`src/rtl/text_vram_write_buffer_pkg.sv`:
```
// Shared defines for the text VRAM write buffer: default sizes, text memory map, entry and state types.
package text_vram_write_buffer_pkg;

  localparam int unsigned DEPTH_DEF  = 8;
  localparam int unsigned ADDR_W_DEF = 16;
  localparam int unsigned DATA_W_DEF = 8;

  // Text memory window as seen by the memory adapter.
  localparam int unsigned TEXT_MEM_BASE = 32'h000B_8000;
  localparam int unsigned TEXT_MEM_SIZE = 32'h0000_1000;

  // One buffered character write: VRAM-relative byte address and the character byte.
  typedef struct packed {
    logic [ADDR_W_DEF-1:0] addr;
    logic [DATA_W_DEF-1:0] data;
  } text_entry_t;

  typedef enum logic [1:0] {
    ST_IDLE    = 2'd0,
    ST_DRAIN   = 2'd1,
    ST_BLOCKED = 2'd2
  } wb_state_e;

endpackage

```
`src/rtl/text_vram_write_buffer_sync_fifo_ram.sv`:
```
// Circular entry store with wrapping pointers, registered level/full and in-place overwrite of the newest entry.
module sync_fifo_ram #(
  parameter int unsigned DEPTH = 8,
  parameter int unsigned W     = 24,
  parameter int unsigned KEY_W = 16,
  parameter int unsigned LVL_W = $clog2(DEPTH) + 1
) (
  input  logic             clk,
  input  logic             reset,
  input  logic             push_i,
  input  logic             pop_i,
  input  logic             ovr_i,
  input  logic [W-1:0]     wdata_i,
  output logic [W-1:0]     rdata_o,
  output logic [KEY_W-1:0] newest_key_o,
  output logic [LVL_W-1:0] level_o,
  output logic             full_o
);

  localparam int unsigned PTR_W = $clog2(DEPTH);

  logic [W-1:0]     mem_q [DEPTH];
  logic [PTR_W-1:0] wr_ptr_q;
  logic [PTR_W-1:0] rd_ptr_q;
  logic [PTR_W-1:0] last_ptr_c;
  logic [LVL_W-1:0] level_q;
  logic [LVL_W-1:0] level_d;
  logic             full_q;

  // Newest entry sits one slot behind the write pointer; occupancy after this edge.
  always_comb begin
    last_ptr_c = wr_ptr_q - PTR_W'(1);
    level_d    = level_q + LVL_W'(push_i) - LVL_W'(pop_i);
  end

  // Storage: append on push, otherwise overwrite the newest entry when coalescing.
  always_ff @(posedge clk) begin
    if (push_i) begin
      mem_q[wr_ptr_q] <= wdata_i;
    end else if (ovr_i) begin
      mem_q[last_ptr_c] <= wdata_i;
    end
  end

  // Pointers, level and full flag.
  always_ff @(posedge clk or posedge reset) begin
    if (reset) begin
      wr_ptr_q <= '0;
      rd_ptr_q <= '0;
      level_q  <= '0;
      full_q   <= 1'b0;
    end else begin
      if (push_i) wr_ptr_q <= wr_ptr_q + PTR_W'(1);
      if (pop_i)  rd_ptr_q <= rd_ptr_q + PTR_W'(1);
      level_q <= level_d;
      full_q  <= (level_d == LVL_W'(DEPTH));
    end
  end

  assign rdata_o      = mem_q[rd_ptr_q];
  assign newest_key_o = mem_q[last_ptr_c][W-1 -: KEY_W];
  assign level_o      = level_q;
  assign full_o       = full_q;

endmodule

```
`src/rtl/text_vram_write_buffer.sv`:
```
// Buffers text-port byte writes and drains them to VRAM whenever scanout leaves the port free.
module text_vram_write_buffer
  import text_vram_write_buffer_pkg::*;
#(
  parameter int unsigned DEPTH  = DEPTH_DEF,
  parameter int unsigned ADDR_W = ADDR_W_DEF,
  parameter int unsigned DATA_W = DATA_W_DEF
) (
  input  logic                     clk,
  input  logic                     reset,
  input  logic                     wr_en,
  input  logic [ADDR_W-1:0]        wr_addr,
  input  logic [DATA_W-1:0]        wr_data,
  input  logic                     scan_busy,
  input  logic                     overflow_clr,
  output logic                     full,
  output logic [$clog2(DEPTH):0]   level,
  output logic                     vram_we,
  output logic [ADDR_W-1:0]        vram_addr,
  output logic [DATA_W-1:0]        vram_data,
  output logic                     overflow,
  output logic [7:0]               drop_count
);

  localparam int unsigned LVL_W = $clog2(DEPTH) + 1;
  localparam int unsigned ENT_W = ADDR_W + DATA_W;

  logic [ENT_W-1:0]  rdata_w;
  logic [ADDR_W-1:0] newest_addr_w;
  logic [LVL_W-1:0]  level_w;
  logic              full_w;

  logic              pop_c;
  logic              push_c;
  logic              coalesce_c;
  logic              drop_c;
  logic [LVL_W-1:0]  level_nxt_c;

  wb_state_e         state_q;
  logic              vram_we_q;
  logic [ADDR_W-1:0] vram_addr_q;
  logic [DATA_W-1:0] vram_data_q;
  logic              overflow_q;
  logic [7:0]        drop_count_q;

  sync_fifo_ram #(
    .DEPTH (DEPTH),
    .W     (ENT_W),
    .KEY_W (ADDR_W),
    .LVL_W (LVL_W)
  ) u_fifo (
    .clk          (clk),
    .reset        (reset),
    .push_i       (push_c),
    .pop_i        (pop_c),
    .ovr_i        (coalesce_c),
    .wdata_i      ({wr_addr, wr_data}),
    .rdata_o      (rdata_w),
    .newest_key_o (newest_addr_w),
    .level_o      (level_w),
    .full_o       (full_w)
  );

  // Pop/coalesce/push/drop decisions; the newest entry is only off-limits when it is also the one leaving.
  always_comb begin
    pop_c       = (state_q != ST_IDLE) && !scan_busy;
    coalesce_c  = wr_en && (level_w != '0) && (wr_addr == newest_addr_w)
                  && !(pop_c && (level_w == LVL_W'(1)));
    push_c      = wr_en && !coalesce_c && (!full_w || pop_c);
    drop_c      = wr_en && !coalesce_c && !push_c;
    level_nxt_c = level_w + LVL_W'(push_c) - LVL_W'(pop_c);
  end

  // Control state and registered VRAM write port; a push into an empty FIFO waits one cycle before popping.
  always_ff @(posedge clk or posedge reset) begin
    if (reset) begin
      state_q     <= ST_IDLE;
      vram_we_q   <= 1'b0;
      vram_addr_q <= '0;
      vram_data_q <= '0;
    end else begin
      if (level_nxt_c == '0) begin
        state_q <= ST_IDLE;
      end else if (scan_busy) begin
        state_q <= ST_BLOCKED;
      end else begin
        state_q <= ST_DRAIN;
      end
      vram_we_q <= pop_c;
      if (pop_c) begin
        vram_addr_q <= rdata_w[ENT_W-1 -: ADDR_W];
        vram_data_q <= rdata_w[DATA_W-1:0];
      end
    end
  end

  // Sticky overflow and saturating drop counter; a drop in the clear cycle restarts the count at one.
  always_ff @(posedge clk or posedge reset) begin
    if (reset) begin
      overflow_q   <= 1'b0;
      drop_count_q <= '0;
    end else if (drop_c) begin
      overflow_q <= 1'b1;
      if (overflow_clr) begin
        drop_count_q <= 8'd1;
      end else if (drop_count_q != 8'hFF) begin
        drop_count_q <= drop_count_q + 8'd1;
      end
    end else if (overflow_clr) begin
      overflow_q   <= 1'b0;
      drop_count_q <= '0;
    end
  end

  assign full       = full_w;
  assign level      = level_w;
  assign vram_we    = vram_we_q;
  assign vram_addr  = vram_addr_q;
  assign vram_data  = vram_data_q;
  assign overflow   = overflow_q;
  assign drop_count = drop_count_q;

endmodule

```
`config.mk`:
```
export PLATFORM = sky130hd
export DESIGN_NAME = text_vram_write_buffer
export DESIGN_NICKNAME = d
export VERILOG_FILES = /design/src/rtl/text_vram_write_buffer_pkg.sv /design/src/rtl/text_vram_write_buffer_sync_fifo_ram.sv /design/src/rtl/text_vram_write_buffer.sv
export SDC_FILE = /design/constraint.sdc
export NUM_CORES = 1
export LEC_CHECK = 0
export CORE_MARGIN = 2
export CORE_UTILIZATION = 30
export DETAILED_ROUTE_END_ITERATION = 10
export SLEW_MARGIN = 20
export SYNTH_ARGS = -nofsm -noshare
export SYNTH_HDL_FRONTEND = slang
export SYNTH_SLANG_ARGS = --single-unit
```
`constraint.sdc`:
```
create_clock -name clk -period 12.2 [get_ports clk]
set_input_delay 1.83 -clock clk [delete_from_list [all_inputs] [get_ports clk]]
set_output_delay 1.83 -clock clk [all_outputs]
set_load 0.02 [all_outputs]
```
======== After elaboration in Yosys (flattened, before gate mapping) ========
Memory sizes are Yosys's and may differ from the RTL's. A register that Yosys moved wholly into a read port is not among the register bits.
Cells that the tools add are included.
operators by class
  add/subtract/negate cells ............... 6
  multipliers ............................. 0
  divide/modulo/power cells ............... 0
  magnitude comparators ................... 0
  eq/ne operators ......................... 4
  shift-type cells ........................ 0
  muxes and demuxes ....................... 16
  bitwise operators ....................... 0
  reductions and logical operators ........ 21
operators by type and width
  operator                                                            number
  8-bit two-way mux                                                   4
  24-bit two-way mux                                                  1
  24-bit OR reduction                                                 1
  16-bit == test                                                      1
  8-bit by 1-bit adder with 8-bit output, second input constant       1
  1-bit logical AND                                                   8
  1-bit two-way mux                                                   8
  8-bit inequality test, second input constant                        1
  3-bit by 1-bit adder with 3-bit output, second input constant       2
  2-bit nonzero test                                                  3
  1-bit logical NOT                                                   5
  4-bit by 1-bit adder with 4-bit output                              1
  4-bit by 1-bit == test with 1-bit output, second input constant     1
  4-bit == test, second input constant                                1
  4-bit logical NOT                                                   1
  2-bit two-way mux                                                   2
  4-bit nonzero test                                                  1
  4-bit by 1-bit subtractor with 4-bit output                         1
  3-bit two-way mux                                                   1
  3-bit by 1-bit subtractor with 3-bit output, second input constant  1
  2-bit AND reduction                                                 1
  1-bit logical OR                                                    1
storage, ports and cells
  bits in registers ....................... 23
  bits in latches ......................... 0
  bits in writable memories ............... 192
  memory bits (read-only) ................. 0
  input bits .............................. 29
  output and inout bits ................... 39
  memories kept ........................... 1
memory list
  name          depth  width  rd ports  clocked after Yosys merged registers in  wr ports  RTL line                                    RTL
  u_fifo.mem_q  8      24     2         1                                        1         text_vram_write_buffer_sync_fifo_ram.sv:22  logic [W-1:0] mem_q [DEPTH];

======== Longest topological paths before layout ========
  word-level depth ........................ 12
  mapped depth ............................ 22
  mapped depth without buffers ............ 16

======== Hierarchy ========
Synthesis repeated with hierarchy kept, for this count alone.
second synthesis, totals
  cells, all modules ...................... 615
  area total of the unflattened synthesis .. 10819.1 µm²
modules (own cells, without submodules)
  module                  times used  cells an instance  area each (µm²)
  sync_fifo_ram           1           402                8916.1
  text_vram_write_buffer  1           213                1903.1

======== Worst setup path before layout ========
Ideal clock, no wire load.
  path kind ............................... reg-to-reg
  from .................................... register u_fifo.wr_ptr_q[0]
  to ...................................... memory u_fifo.mem_q[2][0], enable pin
  setup time .............................. 0.473 ns
  arrival time ............................ 5.891 ns
  setup slack ............................. 5.835 ns
  cell stages (with the launch flop) ...... 15
  path buffers ............................ 5
  period minus slack after synthesis ...... 6.365 ns
  cells stage by stage .................... dfrtp_1 buf_6 buf_2 inv_2 buf_1 ha_1 inv_2 buf_2 mux4_2 mux2i_1 xor2_1 o2111ai_1 or4_1 buf_2 o41ai_1
on the way
  longest elaborated chain between the ends .. 12
  elaborated cells on any way between the ends .. 16
  those cells by class .................... 1 x add/sub; 1 x eq/ne; 7 x mux; 6 x reduce/logical; 1 x memory
RTL lines
  item                                                                     RTL line                                    RTL
  from (decl)                                                              text_vram_write_buffer_sync_fifo_ram.sv:23  logic [PTR_W-1:0] wr_ptr_q;
  from (signal assigned)                                                   text_vram_write_buffer_sync_fifo_ram.sv:53  if (push_i) wr_ptr_q <= wr_ptr_q + PTR_W'(1);
  3-bit by 1-bit subtractor with 3-bit output (*)                          text_vram_write_buffer_sync_fifo_ram.sv:32  last_ptr_c = wr_ptr_q - PTR_W'(1);
  via u_fifo.last_ptr_c[0]                                                 text_vram_write_buffer_sync_fifo_ram.sv:25  logic [PTR_W-1:0] last_ptr_c;
  memory read 8 x 24 bit                                                   n/a
  16-bit == test                                                           text_vram_write_buffer.sv:67                coalesce_c = wr_en && (level_w != '0) && (wr_addr == newest_addr_w)
  1-bit logical AND                                                        text_vram_write_buffer.sv:67
  1-bit logical AND                                                        text_vram_write_buffer.sv:68                && !(pop_c && (level_w == LVL_W'(1)));
  1-bit logical NOT                                                        text_vram_write_buffer.sv:69                push_c = wr_en && !coalesce_c && (!full_w || pop_c);
  1-bit logical AND (2 in series)                                          text_vram_write_buffer.sv:69
  1-bit two-way mux                                                        text_vram_write_buffer_sync_fifo_ram.sv:38  if (push_i) begin
  1-bit two-way mux (not written as such)                                  text_vram_write_buffer_sync_fifo_ram.sv:41  mem_q[last_ptr_c] <= wdata_i;
  24-bit OR reduction (no source line)                                     n/a
  3-bit two-way mux (no source line) or 1-bit two-way mux (tied branches)  n/a
  to (decl)                                                                text_vram_write_buffer_sync_fifo_ram.sv:22
Mark *: on every way through the listed nets, which the timed path passes. The rest lies on a longest branch.

======== Final worst setup path ========
  from .................................... register u_fifo.wr_ptr_q[0]
  to ...................................... memory u_fifo.mem_q[4][19], enable pin
on the way
  longest elaborated chain between the ends .. 12
  elaborated cells on any way between the ends .. 16
  those cells by class .................... 1 x add/sub; 1 x eq/ne; 7 x mux; 6 x reduce/logical; 1 x memory
RTL lines
  item                                                                     RTL line
  3-bit by 1-bit subtractor with 3-bit output                              text_vram_write_buffer_sync_fifo_ram.sv:32
  memory read 8 x 24 bit                                                   n/a
  16-bit == test                                                           text_vram_write_buffer.sv:67
  1-bit logical AND                                                        text_vram_write_buffer.sv:67
  1-bit logical AND                                                        text_vram_write_buffer.sv:68
  1-bit logical NOT                                                        text_vram_write_buffer.sv:69
  1-bit logical AND (2 in series)                                          text_vram_write_buffer.sv:69
  1-bit two-way mux                                                        text_vram_write_buffer_sync_fifo_ram.sv:38
  1-bit two-way mux (not written as such)                                  text_vram_write_buffer_sync_fifo_ram.sv:41
  24-bit OR reduction (no source line)                                     n/a
  3-bit two-way mux (no source line) or 1-bit two-way mux (tied branches)  n/a
Several ways; a longest one is shown, not always the timed one.

==> impl_metrics.yaml <==
power_and_ir_drop:
  switching_power_uw: 1070
  sequentialPowerShare_pct: 35.5
  intPower_uw: 2100
  power_density_nw_per_um2: 249
  irDropWorstVdd_uv: 124
  clkPwrFrac_pct: 24.0
  pwr-share-comb_pct: 40.5
  swShare_pct: 33.8
  p_leak_uw: 0.00438
global_route:
  grt_antenna_before_repair: 1
  grt_pass1_vias: 5899
  grt_pass1_wl_um: 36000
  grt.total_usage_pct: 12.9
  grt_overflow_total: 0
  grt_max_degree: 55
worst_setup_path:
  rr_worst_depth: 12
  path_buf_inv: 4
  arrival_ns: 5.85
  critPathLaunchType: "register"
  timing.rr.start: "u_fifo.wr_ptr_q[0]"
  slowest_stage: "or4_1"
  reg2reg_slack_ns: 6.55
  path_delay_family: "buffers and inverters"
  critPathMaxFanout: 36
  path_cells: "buf_4, inv_2, ha_1, buf_4, mux4_2, xor2_1, nor4_1, o21ai_0, or4_1, or3_1, o21ai_2, buf_4"
  required_ns: 12.40
  crit_type: "reg -> reg"
  r2r-end: "u_fifo.mem_q[4][19]"
  cpPeakStageDelay_ns: 0.72
  endpoint_kind: "register"
  cp_common_cell: "buf_4"
synth:
  synth_top_area_cell: "edfxtp_1"
  yosysTopAreaCellShare_pct: 54.0
  netlist_instances: 621
  synth-seq-cells: 239
  syn-num-nets: 660
  post_synth_instance_area_sq_um: 10700
  ys_warn_count: 0
  ys.flop_type: "edfxtp_1"
  ys_seq_area_share_pct: 65.0
  synth_area_leaders: "edfxtp_1 (54%), mux4_2 (16%), dfrtp_1 (11%)"
  synth.distinct_cells: 49
  avgSynthCellArea_sq_um: 17.2
  synth_edf_count: 192
  async_flop_share_pct: 19.7
clock_network:
  htreeDepth: 1
  clock-root-buffer: "clkbuf_16"
  cts-resized-gates: 0
  numClockSinks: 239
  cts_buffers: 25
  cts_buffer_depth: 3
  cts_tree: "yes"
  insertion_delay_ns: 0.54
  postCtsHoldBufs: 0
  post_cts_buffers: 0
  clk_pin_slew_ns: 0.06
route:
  ant_nets: 0
  routed_wl_um: 23400
  vias_per_cell: 4.87
  drtPass1Iterations: 4
  drc: 0
  detail_route.wl_per_cell_um: 19.8
  vias: 5742
  drt_iter0_drc: 361
placement:
  gp_congestion: 0.715
  post-place-ws_ns: 6.23
  hpwl_um: 13800
  port_buffers: 67
  place_area_sq_um: 11900
  place_inst: 1132
worst_hold_path:
  min-delay-start: "vram_addr[7]"
  holdPathEnd: "vram_addr[7]"
  min_path_type: "reg -> reg"
  whs_path_depth: 2
timing:
  rsz0062_at_grt: "no"
  setup_slack_ns: 6.55
  tightest_slew_ns: 0.955
  relSlewSlack_pct: 36.3
  finalHoldViolCount: 0
  fmax_mhz: 177
  min_period_ns: 5.65
  period_share_pct: 46.3
  setup_viol: 0
  fin_tns_setup_ns: 0
  skew_ns: 0.0117
  final_max_slew_viol_count: 0
floorplan:
  die_x_um: 193
  rows: 69
  die-area_sq_um: 37100
  die_h_um: 193
  coreArea_sq_um: 35300
  io_pins: 68
  initial_core_util_pct: 30.3
layout:
  area_delta_synth_final_pct: 19.6
  postLayoutCellArea_sq_um: 12800
  drive_above_1_share_pct: 21.1
  nets: 737
  stdcell_count: 1179
  fin_util_pct: 36.2
run_status:
  status: "complete, no violations"
run:
  cap_violations: 0
through the flow:
| step | total power, uW | hold slack (ns) |
|---|---|---|
| final | 3180 | 0.480 |
| after global placement | 2450 | 0.464 |
| after floorplan | 2070 | 0.551 |
| after global routing | 3370 | 0.525 |
| after CTS | 3230 | 0.488 |
| after detailed placement | 2450 | 0.473 |
state kept, by name, summed over array words and instances (netlist names):
signal	count
drop_count	8
overflow	1
state_q	2
u_fifo.full_o	1
u_fifo.level_o	4
u_fifo.mem_q	192
u_fifo.rd_ptr_q	3
u_fifo.wr_ptr_q	3
vram_addr	16
vram_data	8
vram_we	1
how the worst max path moves through the flow:
| stage | start | endpoint | slack (ns) | cells past startpoint |
|---|---|---|---|---|
| 6_report | u_fifo.wr_ptr_q[0] | u_fifo.mem_q[4][19] | 6.55 | 12 |
| 5_1_grt | u_fifo.wr_ptr_q[0] | state_q[1] | 6.00 | 19 |
| 4_1_cts | u_fifo.wr_ptr_q[0] | u_fifo.mem_q[4][19] | 6.50 | 12 |
| 3_5_place_dp | scan_busy | u_fifo.mem_q[4][5] | 6.23 | 11 |
| 3_3_place_gp | scan_busy | u_fifo.mem_q[4][5] | 6.24 | 11 |
| 2_1_floorplan | u_fifo.wr_ptr_q[0] | u_fifo.mem_q[2][0] | 5.84 | 14 |
metal layers:
metal	vias to the layer above	GRT usage [%]	part of all wire [%]
met5	-	0	0
met4	0	2.64	1.6
met3	28	2.22	6.0
met2	156	20.3	46
met1	2936	18.7	46
li1	2622	-	-
layout make-up:
type                       count  area, sq um
inverter                      18         67.6
multi-input combinational    329         3540
clock inverter                 6         70.1
sequential                   239         6940
tap                          461          577
timing repair buffer          85          806
antenna                        1         2.50
clock buffer                  40          772
fill                        3307        22500
cell usage after synthesis (all sizes together), types with 2 or more instances:
| master | count |
|---|---|
| or3 | 6 |
| dfrtp | 47 |
| nand2b | 2 |
| nand2 | 40 |
| nor2 | 11 |
| edfxtp | 192 |
| o2111ai | 2 |
| o21ai | 34 |
| a21o | 3 |
| mux2 | 3 |
| nand3 | 7 |
| mux4 | 74 |
| o41ai | 4 |
| buf | 22 |
| and2 | 2 |
| inv | 18 |
| and3 | 2 |
| a21oi | 7 |
| o211ai | 3 |
| nor3 | 5 |
| mux2i | 43 |
| nor2b | 5 |
| clkbuf | 13 |
| or4 | 9 |
| nor4 | 3 |
| ha | 9 |
| nand4b | 2 |
| o31ai | 3 |
| xnor2 | 25 |
| xor2 | 13 |
| nand4 | 3 |
placed cells by master (no fill, tap or decap), types with 7 or more instances in the layout:
cell type        netlist  routed
buf_4                  2      18
clkbuf_16              0      25
clkbuf_8               0       9
clkdlybuf4s50_1        0      67
dfrtp_1               47      45
edfxtp_1             192     192
ha_1                   9       9
inv_1                 16      15
mux2i_1               43      43
mux4_2                74      74
nand2_1               40      40
nand3_1                7       7
nor2_1                11      11
o21ai_0               27      27
or4_1                  9       9
xnor2_1               25      25
xor2_1                12      12
worst min-delay path, stage by stage (launching register included):
cell and delay, ns:
dfrtp_1 0.34, nand2_1 0.05, o21ai_0 0.06
power groups by stage:
stage                     sequential [uW]  clock, uW  combinational [uW]
after floorplan                      1170          0                 899
after CTS                            1130        781                1320
after detailed placement             1140          0                1310
after global routing                 1140        814                1410
final                                1130        763                1290
after global placement               1140          0                1300
cells by family (layout without fill, tap and decap cells):
group | Yosys count | after routing | share of synthesized area, %
AO/OA/AOI/OAI | 64 | 64 | 3.78
XOR/XNOR | 38 | 38 | 3.18
adder cells (fa/ha/maj) | 10 | 10 | 1.24
buffers and inverters | 53 | 149 | 2.35
flip-flops | 239 | 239 | 65.0
multiplexers | 120 | 120 | 19.9
other | 0 | 1 | 0
AND/OR/NAND/NOR | 97 | 97 | 4.54
Note: power is estimated with default switching activity, not from simulation.
